$ cat config.mk
export PLATFORM = sky130hd
export DESIGN_NAME = proc_control
export DESIGN_NICKNAME = d
export VERILOG_FILES = /design/src/rtl/proc_control.sv
export SDC_FILE = /design/constraint.sdc
export NUM_CORES = 1
export LEC_CHECK = 0
export ABC_AREA = 1
export CAP_MARGIN = 40
export CORE_UTILIZATION = 48
export CTS_BUF_LIST = sky130_fd_sc_hd__clkbuf_8 sky130_fd_sc_hd__clkbuf_16
export DETAILED_ROUTE_END_ITERATION = 7
export PLACE_DENSITY = 0.89
export SLEW_MARGIN = 20
export SYNTH_ARGS = -nofsm -noshare
export SYNTH_HDL_FRONTEND = slang
export SYNTH_SLANG_ARGS = --single-unit
$ cat constraint.sdc
create_clock -name clk -period 3.45 [get_ports clk]
set_input_delay 0.69 -clock clk [delete_from_list [all_inputs] [get_ports clk]]
set_output_delay 0.69 -clock clk [all_outputs]
set_load 0.02 [all_outputs]
$ cat src/rtl/proc_control.sv
// proc_control: multi-cycle fetch/decode/exec/writeback sequencer
// feeding the register array and ALU from 16-bit instruction words.
module proc_control #(
   parameter int PC_W   = 8,
   parameter int REG_AW = 6,
   parameter int DATA_W = 8
) (
   input  logic              clk,
   input  logic              rst,
   output logic              imem_req,
   output logic [PC_W-1:0]   imem_addr,
   input  logic [15:0]       imem_data,
   input  logic              imem_valid,
   output logic              en,
   output logic              we,
   output logic [REG_AW-1:0] sela,
   output logic [REG_AW-1:0] selb,
   output logic [DATA_W-1:0] write,
   output logic [3:0]        alu_sel,
   input  logic [DATA_W-1:0] alu_out,
   input  logic [2:0]        alu_flags,
   output logic [PC_W-1:0]   pc,
   output logic              halted
);

   typedef enum logic [2:0] {
      S_FETCH,
      S_DECODE,
      S_EXEC,
      S_WB,
      S_HALT
   } state_t;

   state_t            state_q, state_d;
   logic [PC_W-1:0]   pc_q, pc_d;
   logic [15:0]       ir_q, ir_d;
   logic [DATA_W-1:0] res_q, res_d;
   logic [2:0]        fcap_q, fcap_d;
   logic [2:0]        flags_q, flags_d;

   logic [3:0]        op;
   logic [5:0]        ra;
   logic [5:0]        rb;
   logic              is_alu;
   logic              is_ldi;
   logic              is_bz;
   logic              is_jmp;
   logic              is_nop;
   logic              is_halt;
   logic [PC_W-1:0]   off;
   logic [PC_W-1:0]   pc_inc;
   logic [PC_W-1:0]   pc_br;
   logic [DATA_W-1:0] ldi_val;

   // only the zero flag steers control flow today
   logic              unused_flags;

   assign op      = ir_q[15:12];
   assign ra      = ir_q[11:6];
   assign rb      = ir_q[5:0];
   assign is_alu  = (op <= 4'h9);
   assign is_ldi  = (op == 4'hA);
   assign is_bz   = (op == 4'hB);
   assign is_jmp  = (op == 4'hC);
   assign is_nop  = (op == 4'hD) || (op == 4'hE);
   assign is_halt = (op == 4'hF);

   assign off     = {{(PC_W-6){rb[5]}}, rb};
   assign pc_inc  = pc_q + PC_W'(1);
   assign pc_br   = pc_q + off;
   assign ldi_val = {{(DATA_W-6){1'b0}}, rb};

   assign unused_flags = ^flags_q[2:1];

   assign imem_addr = pc_q;
   assign pc        = pc_q;

   // state, pc and datapath capture registers
   always_ff @(posedge clk) begin
      if (rst) begin
         state_q <= S_FETCH;
         pc_q    <= '0;
         ir_q    <= '0;
         res_q   <= '0;
         fcap_q  <= '0;
         flags_q <= '0;
      end else begin
         state_q <= state_d;
         pc_q    <= pc_d;
         ir_q    <= ir_d;
         res_q   <= res_d;
         fcap_q  <= fcap_d;
         flags_q <= flags_d;
      end
   end

   // next-state sequencing and pc update
   always_comb begin
      state_d = state_q;
      pc_d    = pc_q;
      ir_d    = ir_q;
      res_d   = res_q;
      fcap_d  = fcap_q;
      flags_d = flags_q;
      unique case (state_q)
         S_FETCH: begin
            if (imem_valid) begin
               ir_d    = imem_data;
               state_d = S_DECODE;
            end
         end
         S_DECODE: begin
            unique case (1'b1)
               is_alu:  state_d = S_EXEC;
               is_ldi:  state_d = S_WB;
               is_bz: begin
                  pc_d    = flags_q[0] ? pc_br : pc_inc;
                  state_d = S_FETCH;
               end
               is_jmp: begin
                  pc_d    = pc_br;
                  state_d = S_FETCH;
               end
               is_nop: begin
                  pc_d    = pc_inc;
                  state_d = S_FETCH;
               end
               is_halt: state_d = S_HALT;
               default: state_d = S_FETCH;
            endcase
         end
         S_EXEC: begin
            res_d   = alu_out;
            fcap_d  = alu_flags;
            state_d = S_WB;
         end
         S_WB: begin
            if (is_alu) begin
               flags_d = fcap_q;
            end
            pc_d    = pc_inc;
            state_d = S_FETCH;
         end
         S_HALT:  state_d = S_HALT;
         default: state_d = S_FETCH;
      endcase
   end

   // strobes and selects; all quiet while rst is held
   always_comb begin
      imem_req = 1'b0;
      en       = 1'b0;
      we       = 1'b0;
      sela     = '0;
      selb     = '0;
      write    = '0;
      alu_sel  = '0;
      halted   = 1'b0;
      if (!rst) begin
         unique case (state_q)
            S_FETCH: imem_req = 1'b1;
            S_DECODE: begin
               sela = REG_AW'(ra);
               selb = REG_AW'(rb);
               if (is_alu) begin
                  en      = 1'b1;
                  alu_sel = op;
               end
            end
            S_EXEC: begin
               en      = 1'b1;
               sela    = REG_AW'(ra);
               selb    = REG_AW'(rb);
               alu_sel = op;
            end
            S_WB: begin
               en    = 1'b1;
               we    = 1'b1;
               sela  = REG_AW'(ra);
               write = is_alu ? res_q : ldi_val;
            end
            S_HALT:  halted = 1'b1;
            default: imem_req = 1'b0;
         endcase
      end
   end

endmodule

* Word level (Yosys, flattened, before mapping)
Cells that the tools add are included.
** Storage, ports and cells
- Flip-flop bits (word level) :: 37
- Input bits :: 30
- Word-level logic and storage cells :: 55
** Cells by class
- $add $sub $neg :: 2
- $lt $le $gt $ge :: 1
- Equal/unequal tests :: 12
- Muxes and demuxes :: 25
- Reductions and logical operators :: 9
** Operators by type and width (number)
- 8-bit 2-to-1 mux :: 4
- 4-bit == test (second input constant) :: 6
- 6-bit 2-to-1 mux :: 4
- 8-bit case mux with 3 select lines :: 1
- 8-bit case mux with 2 select lines :: 1
- 3-bit case mux with 4 select lines :: 1
- 3-bit case mux with 3 select lines :: 1
- 8-bit by 1-bit adder with 8-bit output (second input constant) :: 1
- 8-bit adder :: 1
- 1-bit 2-to-1 mux :: 8
- 4-bit 2-to-1 mux :: 2
- 4-bit case mux with 2 select lines :: 1
- 3-bit by 2-bit == test with 1-bit output (second input constant) :: 2
- 2-bit AND reduction :: 3
- 4-bit <= comparator (second input constant) :: 1
- 4-bit inequality test (second input constant) :: 1
- 2-bit OR reduction :: 2
- 3-bit by 1-bit == test with 1-bit output (second input constant) :: 1
- 3-bit == test (second input constant) :: 1
- 3-bit zero test :: 1
- 3-bit 2-to-1 mux :: 1
- 3-bit OR reduction :: 1
- 2-bit inequality test (second input constant) :: 1
- 1-bit case mux with 2 select lines :: 1
- 2 further kinds :: 2

* Depth between registers and ports, before layout
- Depth in word-level cells :: 4
- Mapped depth :: 12

* Worst setup path after synthesis
No wires, ideal clock.
- Kind :: input to output
- From :: in rst
- To :: out write[6]
- Data arrival time :: 1.616 ns
- Path slack :: 1.144 ns
- Cell stages on the path :: 4
- Buffers on the path :: 1
- Cells stage by stage :: buf_2 nor2_4 inv_1 nor3_1
** On the way
- Cells in the longest elaborated chain, start to end :: 1
** Ends and longest elaborated chain
- start, declared :: line 9 : input logic rst,
- 8-bit 2-to-1 mux :: line 159 : if (!rst) begin
- end, declared :: line 18 : output logic [DATA_W-1:0] write,
Every way passes these cells.

* Worst setup path after layout
- From :: reg state_q[2]
- To :: out selb[4]
** On the way
- Cells in the longest elaborated chain, start to end :: 4
- Elaborated cells on any way between the ends :: 5
- Classes of those cells :: 2 x eq/ne; 2 x mux; 1 x reduce/logical
** Ends and longest elaborated chain
- start, declared :: line 34 : state_t state_q, state_d;
- start signal, assigned :: line 88 : state_q <= state_d;
- 3-bit by 1-bit == test with 1-bit output / 3-bit by 2-bit == test with 1-bit output (equally long branches) :: line 160 : unique case (state_q)
- 2-bit OR reduction (no line) (*)
- 6-bit 2-to-1 mux (*) :: line 160
- 6-bit 2-to-1 mux (*) :: line 159
- end, declared :: line 17 : output logic [REG_AW-1:0] selb,
Every way passes the cells marked *; elsewhere a longest branch is shown, timed or not.

==> flow_summary_export.csv <==
group,metric,value,unit
critical_path,crit_path_start_kind,"flop",
timing,worst_slack,352.6,ps
pwr,seqPwrFrac,40.7,%
global_routing,antenna_found_initial,0,
pwr,p_sw,0.4239,mW
hold_path,hp-class,"flop to flop",
global_routing,grt_pass1_vias,2253,
cts,cts_tree,"done",
timing,fin_skew,6.151,ps
global_routing,gr-total-overflow,0,
finish,diodes,0,
pwr,power_frac_comb,28.8,%
place,place_ws,414.9,ps
critical_path,critPathKind,"flop to output port",
cts,worstSkewPairLatency,290,ps
synthesis,synthArstFlopShare,0,%
finish,multi_input_area,0.001205,mm2
hold_path,min-delay-start,"ir_q[11]",
finish,fin_nets,438,
pwr,clockPowerShare,30.5,%
synthesis,yosysSeqAreaShare,32.56,%
drt,drt-vias-per-instance,5.325,
global_routing,grt_usage,24.31,%
flow_run,cap_violations,0,
critical_path,crit_path_max_incr_delay,670,ps
critical_path,r2r_setup_slack,1690,ps
synthesis,syn_area_per_cell,6.730,um2
timing,fin_crit_sh,89.78,%
synthesis,synthesis.area,0.002275,mm2
drt,drt-initial-drc-count,140,
cts,cts_buffer_depth,2,
cts,holdBufCountCts,0,
timing,max_freq,0.3228,GHz
finish,final_area,0.003067,mm2
drt,wl_per_cell,13.14,um
global_routing,grt_max_degree,33,
cts,h-tree-depth,2,
floorplan,core,0.004444,mm2
finish,seq_area,740.7,um2
cts,cts.sinks,37,
drt,post-route-drc-count,0,
cts,postCtsResizedCells,0,
cts,cts_buffers,5,
critical_path,slowest_stage,"clkdlybuf4s50_1",
critical_path,critical_path.endpoint_type,"output port",
place,place_congestion,0.8727,
floorplan,dieArea,0.005018,mm2
pwr,ir_worst_vdd,277.1,uV
synthesis,synth.distinct_cells,34,
synthesis,yosysWarnings,0,
synthesis,synth_nets,377,
finish,final.fill_count,371,
timing,slew_viol_final,0,
finish,syn_to_final_growth,34.82,%
critical_path,worstPathArrival,2410,ps
synthesis,synth_seq_cells,37,
finish,final_cell_mix,"clkdlybuf4s50_1 (71), nand2_1 (58), inv_1 (49), a21oi_1 (40), dfxtp_1 (37)",
drt,drtAntennaViolNets,0,
synthesis,ys.flop_type,"dfxtp_1",
floorplan,pin_count,74,
timing,worstMarginPinSlew,815.3,ps
pwr,power.density,418.2,mW/mm2
hold_path,hold_path_depth,2,
critical_path,path_cells,"inv_1 -> nand2_1 -> nor2_2 -> inv_2 -> nand2_1 -> inv_1 -> nor3_1 -> clkdlybuf4s50_1",
finish,drive_gt1_share,7.250,%
cts,clockRootBuffer,"clkbuf_8",
floorplan,die_w,70.84,um
pwr,internal_power,0.8585,mW
critical_path,path_max_fanout,18,
critical_path,cp.required,2760,ps
synthesis,synth_edf_count,0,
drt,routed_wl,5.938,mm
floorplan,initial_core_util,51.18,%
hold_path,hold_path_end,"ir_q[11]",
critical_path,r2r-end,"imem_addr[6]",
pwr,swShare,33.06,%
floorplan,die_h,70.84,um
timing,finalSetupViolCount,0,
timing,tns,0,ps
place,port_buffers,71,
drt,num_vias,2407,
timing,slew_headroom,45.59,%
timing,rsz0062_at_grt,"false",
run_status,outcome,"finished, final reports clean",
pwr,power_leakage,1.339,nW
cts,clkTransAtPathRegs,80,ps
drt,dr.pass1.iters,7,
global_routing,grt_pass1_wl,9.577,mm
finish,final_common_cell,"clkdlybuf4s50_1",
critical_path,rr_worst_depth,11,
place,dpl.hpwl,4.352,mm
timing,finalHoldViolations,0,
cts,post-cts-setup-buffer-count,0,
critical_path,reg2reg_from,"imem_addr[0]",
floorplan,rows,24,
synthesis,postSynthCellCount,338,
place,place_area,0.002939,mm2
timing,finalCriticalPeriod,3097,ps
## layout make-up
cell class                 instances  share of cell area (%)
tap                               52                   2.122
multi-input combinational        228                   39.29
clock inverter                     2                   1.102
inverter                          52                   6.365
timing repair buffer              75                   24.28
sequential                        37                   24.15
clock buffer                       6                   2.693
## critical path, delay by kind of cell (launching register included)
family | cells | cell delay, ps
buf+inv | 4 | 1110
simple gates | 4 | 650
flops | 1 | 340
## metal layers
layer / global-route usage [%] / part of all wire [%] / up-vias
met1: 26.16 / 43 / 1109
met2: 44.02 / 49 / 68
li1: - / - / 1216
met5: 0 / 0 / -
met4: 11.56 / 2.6 / 0
met3: 6.695 / 5.9 / 14
## synthesized netlist by cell type (all sizes together) (3+ instances only)
master / instances / area, um2
ha: 8 / 100.1
nor3: 19 / 95.09
a21oi: 42 / 217.7
o21ai: 41 / 209.0
nand2: 63 / 264.0
inv: 52 / 195.2
clkbuf: 5 / 18.77
a31oi: 3 / 18.77
nor2: 24 / 102.6
nand3: 17 / 97.60
buf: 16 / 115.1
dfxtp: 37 / 740.7
## flip-flops by register name, indices dropped and copies added (netlist names)
| register | count |
|---|---|
| imem_addr | 8 |
| fcap_q | 1 |
| flags_q | 1 |
| res_q | 8 |
| state_q | 3 |
| ir_q | 16 |
## metrics by stage
stage	power, mW	hold slack, ps	std cells	util, %
floorplan	0.7684	429.7	338	-
global placement	0.8770	441.4	443	66.13
detailed placement	0.8930	446.9	443	66.13
CTS	1.284	458.3	451	68.75
global route	1.358	486.3	452	69.00
finish	1.282	457.8	452	69.00
## worst max path at each step
stage / start / to / cells after the start
floorplan: rst / write[6] / 4
global placement: rst / write[1] / 5
detailed placement: rst / alu_sel[1] / 4
CTS: state_q[2] / selb[0] / 8
global route: state_q[2] / selb[0] / 8
finish: state_q[2] / selb[4] / 8
## power groups by stage
stage          combinational (mW)  clock [mW]  sequential [mW]
2_1_floorplan               0.246           0            0.523
3_3_place_gp                0.349           0            0.528
3_5_place_dp                0.362           0            0.531
4_1_cts                     0.364       0.399            0.521
5_1_grt                     0.413       0.418            0.527
6_report                    0.369       0.392            0.522
## cells by family (layout without fill, tap and decap cells)
group / after synthesis / count (layout) / share of synthesized area [%]
DFF: 37 / 37 / 32.56
and+or+nand+nor: 126 / 126 / 25.63
buffers and inverters: 73 / 135 / 14.47
adders and majority gates: 9 / 9 / 5.281
AOI/OAI and AO/OA: 90 / 90 / 20.90
xor gates and xnor gates: 3 / 3 / 1.155
Power figures use the tool's default switching activity.
